## src/rtl/popcount_pkg.sv

```systemverilog
`default_nettype none
// ============================================================================
// Module   : popcount_pkg
// Purpose  : Shared definitions for the popcount AXI4-Lite register block:
//            register offsets, AXI response codes, FSM state types and the
//            write-strobe masking helper.
// Ports    : none (package)
// Revision : 1.0 - initial release
// ============================================================================
package popcount_pkg;

  // Byte offsets of the four 32-bit registers
  localparam logic [3:0] ADDR_DATA  = 4'h0;
  localparam logic [3:0] ADDR_COUNT = 4'h4;
  localparam logic [3:0] ADDR_CTRL  = 4'h8;
  localparam logic [3:0] ADDR_WCNT  = 4'hC;

  // AXI response codes
  localparam logic [1:0] RESP_OKAY   = 2'b00;
  localparam logic [1:0] RESP_SLVERR = 2'b10;

  typedef enum logic [1:0] {
    W_IDLE = 2'd0,
    W_EXEC = 2'd1,
    W_RESP = 2'd2
  } wr_state_t;

  typedef enum logic [0:0] {
    R_IDLE = 1'b0,
    R_DATA = 1'b1
  } rd_state_t;

  // Bytes whose strobe bit is low are forced to zero rather than left stale.
  function automatic logic [31:0] strb_mask(input logic [31:0] data,
                                            input logic [3:0]  strb);
    logic [31:0] m;
    m = '0;
    for (int i = 0; i < 4; i++) begin
      m[i*8 +: 8] = strb[i] ? data[i*8 +: 8] : 8'h00;
    end
    return m;
  endfunction

endpackage
`default_nettype wire

```

## src/rtl/popcount_axil_regs.sv

```systemverilog
`default_nettype none
// ============================================================================
// Module   : popcount_axil_regs
// Purpose  : AXI4-Lite slave register file for the popcount engine. Turns
//            DATA/CTRL writes into single-cycle WRITE_VALID / COUNT_RST
//            pulses, exposes COUNT, COUNT_BUSY and a delivered-write tally.
//            DATA writes wait for COUNT_BUSY low, up to STALL_LIMIT cycles,
//            after which they are dropped with SLVERR.
// Ports    : S_AXI_ACLK, S_AXI_ARESETN       - clock, async active-low reset
//            S_AXI_AW*/W*/B*                 - AXI-Lite write channels
//            S_AXI_AR*/R*                    - AXI-Lite read channels
//            COUNT, COUNT_BUSY               - status from the popcount core
//            WRITE_DATA, WRITE_VALID         - MMIO word + strobe to the core
//            COUNT_RST                       - one-cycle count clear request
// Revision : 1.0 - initial release
// ============================================================================
module popcount_axil_regs
  import popcount_pkg::*;
#(
  parameter int C_S_AXI_DATA_WIDTH = 32,
  parameter int C_S_AXI_ADDR_WIDTH = 4,
  parameter int STALL_LIMIT        = 1024
) (
  input  logic                            S_AXI_ACLK,
  input  logic                            S_AXI_ARESETN,
  input  logic [C_S_AXI_ADDR_WIDTH-1:0]   S_AXI_AWADDR,
  input  logic                            S_AXI_AWVALID,
  output logic                            S_AXI_AWREADY,
  input  logic [C_S_AXI_DATA_WIDTH-1:0]   S_AXI_WDATA,
  input  logic [C_S_AXI_DATA_WIDTH/8-1:0] S_AXI_WSTRB,
  input  logic                            S_AXI_WVALID,
  output logic                            S_AXI_WREADY,
  output logic [1:0]                      S_AXI_BRESP,
  output logic                            S_AXI_BVALID,
  input  logic                            S_AXI_BREADY,
  input  logic [C_S_AXI_ADDR_WIDTH-1:0]   S_AXI_ARADDR,
  input  logic                            S_AXI_ARVALID,
  output logic                            S_AXI_ARREADY,
  output logic [C_S_AXI_DATA_WIDTH-1:0]   S_AXI_RDATA,
  output logic [1:0]                      S_AXI_RRESP,
  output logic                            S_AXI_RVALID,
  input  logic                            S_AXI_RREADY,
  input  logic [31:0]                     COUNT,
  input  logic                            COUNT_BUSY,
  output logic [31:0]                     WRITE_DATA,
  output logic                            WRITE_VALID,
  output logic                            COUNT_RST
);

  localparam int c_stall_w = $clog2(STALL_LIMIT + 1);

  // ---------------- write path state ----------------
  wr_state_t              r_wr_state, w_wr_state_nxt;
  logic                   r_aw_held, r_w_held;
  logic                   r_awready, r_wready;
  logic [3:0]             r_awaddr;
  logic [31:0]            r_wdata;
  logic [c_stall_w-1:0]   r_stall;
  logic [1:0]             r_bresp;
  logic [31:0]            r_wcnt;

  logic w_aw_fire, w_w_fire, w_aw_have, w_w_have;
  logic w_aw_held_nxt, w_w_held_nxt;
  logic w_is_data, w_is_ctrl, w_stall_expire;
  logic w_write_valid, w_count_rst;

  // ---------------- read path state ----------------
  rd_state_t   r_rd_state, w_rd_state_nxt;
  logic        r_arready;
  logic [31:0] r_rdata;
  logic [31:0] w_rd_mux;
  logic        w_ar_fire;

  // Byte-lane address bits carry no meaning for 32-bit registers.
  logic w_unused_addr_bits;
  assign w_unused_addr_bits = ^{S_AXI_AWADDR[1:0], S_AXI_ARADDR[1:0]};

  assign w_aw_fire = S_AXI_AWVALID & r_awready;
  assign w_w_fire  = S_AXI_WVALID  & r_wready;
  assign w_aw_have = r_aw_held | w_aw_fire;
  assign w_w_have  = r_w_held  | w_w_fire;

  assign w_is_data      = (r_awaddr == ADDR_DATA);
  assign w_is_ctrl      = (r_awaddr == ADDR_CTRL);
  assign w_stall_expire = COUNT_BUSY && (r_stall == c_stall_w'(STALL_LIMIT - 1));

  // A channel stays "held" only while the other one has not arrived yet;
  // once both are in, the FSM leaves W_IDLE and the flags are cleared.
  assign w_aw_held_nxt = (r_wr_state == W_IDLE) && w_aw_have && !w_w_have;
  assign w_w_held_nxt  = (r_wr_state == W_IDLE) && w_w_have  && !w_aw_have;

  // ---------------- write FSM: state register ----------------
  always_ff @(posedge S_AXI_ACLK or negedge S_AXI_ARESETN) begin
    if (!S_AXI_ARESETN) r_wr_state <= W_IDLE;
    else                r_wr_state <= w_wr_state_nxt;
  end

  // ---------------- write FSM: next state ----------------
  always_comb begin
    w_wr_state_nxt = r_wr_state;
    case (r_wr_state)
      W_IDLE: if (w_aw_have && w_w_have) w_wr_state_nxt = W_EXEC;
      W_EXEC: begin
        if (!w_is_data || !COUNT_BUSY || w_stall_expire) w_wr_state_nxt = W_RESP;
      end
      W_RESP: if (S_AXI_BREADY) w_wr_state_nxt = W_IDLE;
      default: w_wr_state_nxt = W_IDLE;
    endcase
  end

  // ---------------- write FSM: outputs ----------------
  // The strobe tracks COUNT_BUSY in the same cycle so the word is delivered
  // the first cycle the core can accept it.
  always_comb begin
    w_write_valid = 1'b0;
    w_count_rst   = 1'b0;
    if (r_wr_state == W_EXEC) begin
      w_write_valid = w_is_data && !COUNT_BUSY;
      // r_wdata is already strobe-masked, so bit0 set implies WSTRB[0] was set
      w_count_rst   = w_is_ctrl && r_wdata[0];
    end
  end

  assign WRITE_VALID   = w_write_valid;
  assign COUNT_RST     = w_count_rst;
  assign WRITE_DATA    = r_wdata;
  assign S_AXI_AWREADY = r_awready;
  assign S_AXI_WREADY  = r_wready;
  assign S_AXI_BVALID  = (r_wr_state == W_RESP);
  assign S_AXI_BRESP   = r_bresp;

  // ---------------- write datapath ----------------
  always_ff @(posedge S_AXI_ACLK or negedge S_AXI_ARESETN) begin
    if (!S_AXI_ARESETN) begin
      r_aw_held <= 1'b0;
      r_w_held  <= 1'b0;
      r_awready <= 1'b0;
      r_wready  <= 1'b0;
      r_awaddr  <= '0;
      r_wdata   <= '0;
      r_stall   <= '0;
      r_bresp   <= RESP_OKAY;
      r_wcnt    <= '0;
    end else begin
      r_aw_held <= w_aw_held_nxt;
      r_w_held  <= w_w_held_nxt;
      r_awready <= (w_wr_state_nxt == W_IDLE) && !w_aw_held_nxt;
      r_wready  <= (w_wr_state_nxt == W_IDLE) && !w_w_held_nxt;

      if (w_aw_fire) r_awaddr <= {S_AXI_AWADDR[3:2], 2'b00};
      if (w_w_fire)  r_wdata  <= strb_mask(S_AXI_WDATA, S_AXI_WSTRB);

      if ((r_wr_state == W_EXEC) && w_is_data && COUNT_BUSY)
        r_stall <= r_stall + c_stall_w'(1);
      else if ((r_wr_state == W_RESP) && S_AXI_BREADY)
        r_stall <= '0;

      // Leaving W_EXEC on a busy DATA write can only mean the stall expired.
      if ((r_wr_state == W_EXEC) && (w_wr_state_nxt == W_RESP))
        r_bresp <= (w_is_data && COUNT_BUSY) ? RESP_SLVERR : RESP_OKAY;

      if (w_count_rst)        r_wcnt <= '0;
      else if (w_write_valid) r_wcnt <= r_wcnt + 32'd1;
    end
  end

  // ---------------- read FSM: state register ----------------
  always_ff @(posedge S_AXI_ACLK or negedge S_AXI_ARESETN) begin
    if (!S_AXI_ARESETN) r_rd_state <= R_IDLE;
    else                r_rd_state <= w_rd_state_nxt;
  end

  assign w_ar_fire = S_AXI_ARVALID & r_arready;

  // ---------------- read FSM: next state ----------------
  always_comb begin
    w_rd_state_nxt = r_rd_state;
    case (r_rd_state)
      R_IDLE:  if (w_ar_fire)    w_rd_state_nxt = R_DATA;
      R_DATA:  if (S_AXI_RREADY) w_rd_state_nxt = R_IDLE;
      default: w_rd_state_nxt = R_IDLE;
    endcase
  end

  // ---------------- read FSM: outputs ----------------
  always_comb begin
    w_rd_mux = '0;
    case ({S_AXI_ARADDR[3:2], 2'b00})
      ADDR_COUNT: w_rd_mux = COUNT;
      ADDR_CTRL:  w_rd_mux = {31'b0, COUNT_BUSY};
      ADDR_WCNT:  w_rd_mux = r_wcnt;
      default:    w_rd_mux = '0;
    endcase
  end

  assign S_AXI_ARREADY = r_arready;
  assign S_AXI_RVALID  = (r_rd_state == R_DATA);
  assign S_AXI_RDATA   = r_rdata;
  assign S_AXI_RRESP   = RESP_OKAY;

  // Sources are captured in the handshake cycle, so a same-cycle update of
  // COUNT or WCNT is not visible to that read.
  always_ff @(posedge S_AXI_ACLK or negedge S_AXI_ARESETN) begin
    if (!S_AXI_ARESETN) begin
      r_arready <= 1'b0;
      r_rdata   <= '0;
    end else begin
      r_arready <= (w_rd_state_nxt == R_IDLE);
      if (w_ar_fire) r_rdata <= w_rd_mux;
    end
  end

endmodule
`default_nettype wire

```

## config.mk

```make
export PLATFORM = sky130hd
export DESIGN_NAME = popcount_axil_regs
export DESIGN_NICKNAME = d
export VERILOG_FILES = /design/src/rtl/popcount_pkg.sv /design/src/rtl/popcount_axil_regs.sv
export SDC_FILE = /design/constraint.sdc
export NUM_CORES = 1
export LEC_CHECK = 0
export ABC_AREA = 0
export CAP_MARGIN = 20
export CORE_ASPECT_RATIO = 0.7
export CORE_UTILIZATION = 23
export DETAILED_ROUTE_END_ITERATION = 6
export HOLD_SLACK_MARGIN = 0.02
export PLACE_DENSITY = 0.53
export SETUP_SLACK_MARGIN = 0.15
export SLEW_MARGIN = 20
export SYNTH_ARGS = -nofsm -noshare
export SYNTH_HDL_FRONTEND = slang
export SYNTH_SLANG_ARGS = --single-unit
export TNS_END_PERCENT = 10
```

## constraint.sdc

```tcl
create_clock -name S_AXI_ACLK -period 2.1 [get_ports S_AXI_ACLK]
set_input_delay 0.42 -clock S_AXI_ACLK [delete_from_list [all_inputs] [get_ports S_AXI_ACLK]]
set_output_delay 0.42 -clock S_AXI_ACLK [all_outputs]
set_load 0.01 [all_outputs]
```

==> metrics.yaml <==
final_layout_size_suffix_gt1_frac: 0.121
critical_path_class: "primary input to register"
ant_nets: 0
drv_slew: 0
cp-start-kind: "primary input"
layout_setup_ws_ns: 0.192
grt_start_max_net_pins: 67
synth.distinct_cells: 49
antenna_cells: 0
grt_pass1_wl_um: 24800
ioPinCount: 159
numClockSinks: 118
pre_cts_ws_ns: -0.250
clockBufferDepth: 2
clk_pin_slew_ns: 0.06
synth_cells: 560
post-route-util: 0.359
rows: 46
fin_cells: 1067
layout.nets: 828
clock_latency_ns: 0.42
dp_hpwl_um: 11200
period_needed_ns: 1.91
postLayoutCellArea_mm2: 0.00820
wl_per_cell_um: 14.5
ys_top_cells_by_count: "125 x nand2_1, 118 x dfrtp_1, 50 x o21ai_0, 48 x nand3_1, 37 x nor2_1"
area_growth_pct: 51.4
cts_made_buffers: 17
holdWs_ns: 0.432
max_freq_mhz: 524
die_w_um: 185
yosysSeqAreaShare: 0.545
setup_viol: 0
htreeDepth: 4
arrival_ns: 2.21
wirelength_um: 15500
firstDrtPassIters: 4
ys_ff_latch: 118
die_h_um: 130
synth_edf_count: 0
ys_warn_count: 0
drt_iter0_drc: 246
yosysMostFrequentCell: "nand2_1"
initial_utilization: 0.237
p_per_area_mw_per_mm2: 1020
vias: 4606
hold_class: "register to register"
antenna_found_initial: 0
cp_data_required_time_ns: 2.40
place_inst: 1032
power_mw: 8.36
drv_cap: 0
crit_fanout: 4
viasPerCell: 4.32
cts_root_buf: "clkbuf_16"
netlist_area_mm2: 0.00542
final-hold-violation-count: 0
port_buffers: 151
drc: 0
status: "completed"
synth_top_flop_cell: "dfrtp_1"
design.core.area_mm2: 0.0228
fillCellCount: 2361
setup-tns-final_ns: 0
yosysTopAreaCellShare: 0.545
die-area_mm2: 0.0242
grt.total_usage: 0.136
grt_pass1_vias: 4548
ys_async_sr_fraction: 1.00
cts_tree: "done"
post-route-period-util: 0.909
synthTopCellsByArea: "dfrtp_1 55%, nand2_1 8.7%, mux2i_1 6.3%"
p_leak_nw: 3.70
postSynthAreaPerCell_um2: 9.67
peakVddDrop_mv: 0.557
postPlaceCellArea_mm2: 0.00752
endpoint_kind: "register"
yosys.area.top_type: "dfrtp_1"
grt-ovfl-total: 0
rsz0062_at_grt: "true"
fin_skew_ns: 0.0109
gp_congestion: 0.728
-- placed cells by master, fill, tap and decap left out, types with 2 or more instances in the layout --
master and n:
a21oi_1 9, clkinv_4 2, xor2_1 18, nor3_1 5, inv_1 7, or4_1 2, a31oi_1 2, and3_1 7
bufinv_16 4, clkbuf_16 17, nand4_2 2, buf_2 3, nand2_1 125, clkdlybuf4s50_1 146, dfrtp_1 117, ha_1 2
nor3_2 2, nor2_4 2, nor4_1 4, nand4_1 15, or3_1 3, mux2_2 3, nand3_1 48, nor2_1 36
buf_4 35, and2_1 2, conb_1 3, buf_12 5, xnor2_1 9, o21ai_0 50, clkinvlp_4 4, clkbuf_8 3
nand2b_1 2, o31ai_1 3, mux2i_1 34
-- cell families (layout without fill, tap and decap cells) --
family,count (synthesis),after routing,synth area share
AOI/OAI and AO/OA,69,69,0.0707
xor gates and xnor gates,27,27,0.0437
adders and majority gates,2,2,0.00462
buffers and inverters,37,230,0.0289
DFF,118,118,0.545
muxes,37,37,0.0691
other,1,3,0.000692
and+or+nand+nor,269,269,0.237
-- layout make-up --
type | count | area, µm² | area share
timing repair buffer | 191 | 1860 | 0.227
tap | 312 | 390 | 0.0476
clock inverter | 11 | 173 | 0.0211
multi-input combinational | 407 | 2330 | 0.284
inverter | 7 | 26.3 | 0.00320
sequential | 118 | 2950 | 0.360
clock buffer | 21 | 470 | 0.0574
-- metal layers --
metal	GRT usage	wire [µm]
met1	0.189	7790
met2	0.186	6200
met3	0.0582	1330
met4	0.0438	179
met5	0	0
-- worst max-delay path, cell delays in order --
cell and delay [ns]:
clkdlybuf4s50_1 0.55, or3b_2 0.49, nand2b_1 0.20, or3_1 0.39
nand3_1 0.09, o21ai_0 0.08
-- sequential cells by signal (all words and copies together) (netlist names) --
| register | flops |
|---|---|
| S_AXI_RDATA | 32 |
| S_AXI_ARREADY | 1 |
| r_wr_state | 2 |
| r_wcnt | 32 |
| r_w_held | 1 |
| r_awaddr | 2 |
| S_AXI_BRESP | 1 |
| S_AXI_WREADY | 1 |
| S_AXI_AWREADY | 1 |
| S_AXI_RVALID | 1 |
| r_stall | 11 |
| r_aw_held | 1 |
| WRITE_DATA | 32 |
-- final timing paths --
path	start	endpoint	slack, ns	cells past startpoint
setup / recovery	COUNT_BUSY	r_stall[10]$_DFFE_PN0P_	0.19	6
hold / removal	r_w_held$_DFF_PN0_	r_aw_held$_DFF_PN0_	0.43	1
setup reg to reg	r_awaddr[3]$_DFFE_PN0P_	r_wcnt[24]$_DFFE_PN0P_	0.26	5
hold reg to reg	r_w_held$_DFF_PN0_	r_aw_held$_DFF_PN0_	0.43	1
max in group asynchronous	S_AXI_ARESETN	r_awaddr[3]$_DFFE_PN0P_	1.18	3
min in group asynchronous	S_AXI_ARESETN	S_AXI_RDATA[12]$_DFFE_PN0P_	0.54	3
-- timing repair --
action | CTS | global route
gates resized for setup | 11 | 1
setup endpoints to repair | 3 | 6
endpoints found under the hold margin | 39 | 0
setup buffers | 1 | 1
hold buffers | 1 | 0
pin swaps | 1 | 0
cloned | 0 | 0
-- power by group --
part | internal [mW] | switching (mW) | leakage, nW
combinational | 1.13 | 1.00 | 1.83
clock | 2.08 | 1.08 | 0.302
sequential | 2.73 | 0.336 | 1.57
total | 5.94 | 2.42 | 3.70
Power figures use the tool's default switching activity.
==> variant 1, RTL diff (same flow settings) <==
Set the parameter `STALL_LIMIT` to 2048 (it was 1024).
--- a/src/rtl/popcount_axil_regs.sv
+++ b/src/rtl/popcount_axil_regs.sv
@@ -19,7 +19,7 @@
 #(
   parameter int C_S_AXI_DATA_WIDTH = 32,
   parameter int C_S_AXI_ADDR_WIDTH = 4,
-  parameter int STALL_LIMIT        = 1024
+  parameter int STALL_LIMIT        = 2048
 ) (
   input  logic                            S_AXI_ACLK,
   input  logic                            S_AXI_ARESETN,
Function: same outputs for any inputs over 4 cycles, from zero or initial values and one cycle with S_AXI_ARESETN low; that may be too few to reach the edited logic, so the function may still have changed.
==> variant 1 against the original RTL <==
The run now ends with setup timing left. Power is 11% higher. Sequential cell count is 1 higher. Sequential share of layout area is 1.1 points lower. Register-to-register slack worse by 290 ps. Final area is 3.9% higher. Synthesized cell count is 3.9% higher. Routed wire length is 5.5% higher. Non-clock buffer count is 6 higher. Setup slack worse by 230 ps. Synthesized area is 3.1% higher. Critical path type is now reg -> reg. Largest cell class unchanged.
==> variant 1: results (changes against the original RTL) <==
<table>
<tr><th>Metric</th><th>Value</th></tr>
<tr><th colspan="2">Critical path</th></tr>
<tr><td>Cell type of the slowest stage on the worst timing path</td><td>or4b_4 (was clkdlybuf4s50_1)</td></tr>
<tr><td>Worst path arrival time</td><td>2480 ps (was 2210 ps)</td></tr>
<tr><td>Largest fanout on the critical path</td><td>14 (was 4)</td></tr>
<tr><th colspan="2">Status</th></tr>
<tr><td>Outcome</td><td>complete, but fails checks (was complete, no violations)</td></tr>
<tr><td>Failing checks</td><td>setup timing</td></tr>
<tr><th colspan="2">STA</th></tr>
<tr><td>Worst clock skew</td><td>6.84 ps (was 10.9 ps)</td></tr>
<tr><td>Final worst slack</td><td>-34.4 ps (was 192 ps)</td></tr>
<tr><td>Setup-violating endpoint count in the final report</td><td>3 (was 0)</td></tr>
<tr><td>Worst Hold Slack</td><td>464 ps (was 432 ps)</td></tr>
<tr><td>Setup Total Neg Slack</td><td>-67.1 ps (was 0 ps)</td></tr>
<tr><th colspan="2">Drt</th></tr>
<tr><td>Routed vias</td><td>4910 (was 4606)</td></tr>
<tr><td>Initial DRC Count</td><td>317 (was 246)</td></tr>
<tr><th colspan="2">Placement</th></tr>
<tr><td>Cells after DPL</td><td>1057 (was 1032)</td></tr>
<tr><td>Worst-case setup slack after placement</td><td>-218 ps (was -250 ps)</td></tr>
<tr><td>Routability congestion estimate</td><td>0.738 (was 0.728)</td></tr>
<tr><td>Estimated wirelength of the detail-placed design</td><td>11.7 mm (was 11.2 mm)</td></tr>
<tr><th colspan="2">Yosys</th></tr>
<tr><td>Leading cell types by count after synthesis</td><td>nand2_1 (130), dfrtp_1 (119), nand3_1 (48), o21ai_0 (42), mux2i_1 (40) (was nand2_1 (125), dfrtp_1 (118), o21ai_0 (50), nand3_1 (48), nor2_1 (37))</td></tr>
<tr><td>Top cells by area in the synthesized netlist</td><td>dfrtp_1 (53%), nand2_1 (8.7%), mux2i_1 (7.2%) (was dfrtp_1 (55%), nand2_1 (8.7%), mux2i_1 (6.3%))</td></tr>
<tr><td>Multiplexer fraction of the synthesized cell area</td><td>0.0798 (was 0.0691)</td></tr>
<tr><td>Post-Syn Instances</td><td>582 (was 560)</td></tr>
<tr><td>Compound-Gate Fraction of Synth Area</td><td>0.0990 (was 0.0707)</td></tr>
<tr><td>Count of different cell masters after synthesis</td><td>48 (was 49)</td></tr>
<tr><td>Post-synthesis xor/xnor area fraction</td><td>0.00941 (was 0.0437)</td></tr>
<tr><th colspan="2">Final layout</th></tr>
<tr><td>Proportion of layout cells with a drive suffix above 1</td><td>0.141 (was 0.121)</td></tr>
<tr><th colspan="2">GRT</th></tr>
<tr><td>Largest net degree at the start of global routing</td><td>43 (was 67)</td></tr>
<tr><td>Wire length of the first global-routing pass</td><td>26.3 mm (was 24.8 mm)</td></tr>
<tr><td>All-layer global routing usage</td><td>0.135 (was 0.136)</td></tr>
<tr><td>Number of antenna violations at the first check in global routing</td><td>1 (was 0)</td></tr>
<tr><th colspan="2">Pwr</th></tr>
<tr><td>Leakage power</td><td>3.70 nW (about the same)</td></tr>
</table>
[variant 1: cell types whose count changed in the layout (fill, tap and decap cells not counted), moves of 5 or more]
cell and delta:
nor2_1 -24, buf_6 +5, and4_1 +5, nand2_1 +5
mux2i_1 +6, xor2_1 -17, o21ai_0 -8, a21oi_1 +8
o31ai_1 +17, and3_1 -5, or4_1 +10
[variant 1: path summary, 6_finish.rpt]
| check | depth (start not counted) | startpoint | to |
|---|---|---|---|
| worst min register to register | 1 | r_w_held | r_aw_held |
| min in group asynchronous | 2 | S_AXI_ARESETN | S_AXI_RDATA[31] |
| worst min-delay path | 1 | r_w_held | r_aw_held |
| worst max register to register | 5 | r_wr_state[1] | r_wcnt[23] |
| worst max-delay path | 5 | r_wr_state[1] | r_wcnt[23] |
| max in group asynchronous | 3 | S_AXI_ARESETN | WRITE_DATA[28] |
[variant 1: per-layer routing]
metal / global-route usage / vias up / wire (microns)
li1: - / 2429 / -
met1: 0.205 / 2364 / 8550
met2: 0.185 / 107 / 6770
met3: 0.0349 / 10 / 861
met4: 0.0379 / 0 / 161
met5: 0 / - / 0
[variant 1: final cells by class]
class / count / area [sq um]
Sequential cell: 119 / 2980
Timing Repair Buffer: 197 / 1930
Antenna cell: 1 / 2.50
Multi-Input combinational cell: 420 / 2540
Inverter: 5 / 21.3
Clock inverter: 15 / 228
Fill cell: 2420 / 15200
Tap cell: 318 / 398
Clock buffer: 17 / 425
[variant 1: repair_timing]
action,4_1_cts,5_1_grt
hold buffers,1,0
resized for setup,22,13
endpoints found under the setup margin,14,23
setup buffers,1,0
pin swaps,4,3
hold endpoints to repair,21,0
[variant 1: where the power goes]
group          switching [mW]  internal [mW]
combinational            1.23           1.43
sequential              0.439           2.89
clock                    1.15           2.11
total                    2.81           6.43
==> variant 2, RTL diff (same flow settings) <==
Without the edit above. The 3 states of `wr_state_t` get a one-hot encoding in 3 bits.
--- a/src/rtl/popcount_pkg.sv
+++ b/src/rtl/popcount_pkg.sv
@@ -19,10 +19,10 @@
   localparam logic [1:0] RESP_OKAY   = 2'b00;
   localparam logic [1:0] RESP_SLVERR = 2'b10;
 
-  typedef enum logic [1:0] {
-    W_IDLE = 2'd0,
-    W_EXEC = 2'd1,
-    W_RESP = 2'd2
+  typedef enum logic [2:0] {
+    W_IDLE = 3'b001,
+    W_EXEC = 3'b010,
+    W_RESP = 3'b100
   } wr_state_t;
 
   typedef enum logic [0:0] {
Formal check against the unedited RTL: same outputs for any inputs over 10 cycles, from zero or initial values and one cycle with S_AXI_ARESETN low; not proved beyond that.
==> variant 2 against the original RTL <==
Setup slack worse by 140 ps. Power down 2.2%. Synthesized cell count up 5.0%. Sequential cell count up 1. First-iteration DRC count up 0.81%. Routed wire length up 7.6%. Final area up 6.5%. Synthesized area up 3.4%.
==> variant 2: results (changes against the original RTL) <==
<table>
<tr><th>Metric</th><th>Value</th></tr>
<tr><th colspan="2">Critical path</th></tr>
<tr><td>Largest fanout on the critical path</td><td>8 (was 4)</td></tr>
<tr><td>Worst R2R End</td><td>r_wcnt[12] (was r_wcnt[24])</td></tr>
<tr><th colspan="2">Final layout</th></tr>
<tr><td>Number of fill cells in the layout</td><td>2433 (was 2361)</td></tr>
<tr><td>Post-synthesis to final-layout area growth</td><td>55.9% (was 51.4%)</td></tr>
<tr><td>Net count, final</td><td>877 (was 828)</td></tr>
<tr><td>Filler-free cell count of the finished design</td><td>1122 (was 1067)</td></tr>
<tr><th colspan="2">STA</th></tr>
<tr><td>Post-route minimum period</td><td>2050 ps (was 1910 ps)</td></tr>
<tr><td>Worst clock skew</td><td>10.8 ps (was 10.9 ps)</td></tr>
<tr><td>Worst Hold Slack</td><td>472 ps (was 432 ps)</td></tr>
<tr><th colspan="2">Yosys</th></tr>
<tr><td>Count of different cell masters after synthesis</td><td>43 (was 49)</td></tr>
<tr><td>Avg Synthesized Cell Area</td><td>9.53 sq um (was 9.67 sq um)</td></tr>
<tr><td>Top cells by area in the synthesized netlist</td><td>dfrtp_1 (53%), nand2_1 (8.2%), o21ai_0 (7.2%) (was dfrtp_1 (55%), nand2_1 (8.7%), mux2i_1 (6.3%))</td></tr>
<tr><td>Part of the Yosys area used for sequential elements</td><td>0.532 (was 0.545)</td></tr>
<tr><th colspan="2">Placement</th></tr>
<tr><td>Routability congestion estimate</td><td>0.798 (was 0.728)</td></tr>
<tr><td>Estimated wirelength of the detail-placed design</td><td>11.9 mm (was 11.2 mm)</td></tr>
<tr><th colspan="2">GRT</th></tr>
<tr><td>Routing usage on met1</td><td>0.198 (was 0.189)</td></tr>
<tr><td>GR met3 Demand/Resource</td><td>0.0475 (was 0.0582)</td></tr>
<tr><td>Wire length of the first global-routing pass</td><td>27.3 mm (was 24.8 mm)</td></tr>
<tr><td>Number of global-route vias before repair</td><td>5057 (was 4548)</td></tr>
<tr><td>Met2 Usage GRT</td><td>0.200 (was 0.186)</td></tr>
<tr><th colspan="2">Status</th></tr>
<tr><td>Outcome</td><td>complete, no violations (unchanged)</td></tr>
<tr><th colspan="2">Hold path</th></tr>
<tr><td>Worst hold path depth</td><td>2 (was 1)</td></tr>
<tr><td>Worst Hold Launch</td><td>WRITE_DATA[3] (was r_w_held)</td></tr>
<tr><th colspan="2">Drt</th></tr>
<tr><td>Met3 wirelength from detailed routing</td><td>1.10 mm (was 1.33 mm)</td></tr>
<tr><td>Initial DRC Count</td><td>248 (was 246)</td></tr>
<tr><td>Detailed-routing wirelength on met1</td><td>8.27 mm (was 7.79 mm)</td></tr>
<tr><td>Via/cell ratio</td><td>4.52 (was 4.32)</td></tr>
<tr><th colspan="2">Pwr</th></tr>
<tr><td>Leakage power</td><td>3.73 nW (was 3.70 nW)</td></tr>
<tr><td>Highest ir drop seen on vdd</td><td>0.602 mV (was 0.557 mV)</td></tr>
<tr><th colspan="2">Clock tree</th></tr>
<tr><td>Post-cts repair resize count</td><td>15 (was 11)</td></tr>
</table>
-- variant 2: power breakdown --
group / switching [mW] / total (mW) / internal (mW) / leakage [nW]
combinational: 0.956 / 2.10 / 1.14 / 1.86
sequential: 0.306 / 3.04 / 2.73 / 1.56
clock: 1.05 / 3.04 / 1.99 / 0.304
total: 2.32 / 8.17 / 5.86 / 3.73
-- variant 2: kinds of logic (layout without fill, tap and decap cells) --
logic type                 Yosys count  after routing  synth area share
AOI/OAI and AO/OA                  134            134             0.131
buffers and inverters               44            258            0.0324
muxes                               40             40            0.0724
xor gates and xnor gates             8              8            0.0125
DFF                                119            119             0.532
and+or+nand+nor                    240            240             0.215
other                                1              3          0.000669
adders and majority gates            2              2           0.00447
-- variant 2: final cells by class --
cell class                      count  share of cell area
Inverter                            7             0.00301
Clock inverter                      8              0.0136
Multi-Input combinational cell    427               0.300
Tap cell                          318              0.0456
Timing Repair Buffer              219               0.240
Sequential cell                   119               0.341
Clock buffer                       24              0.0563
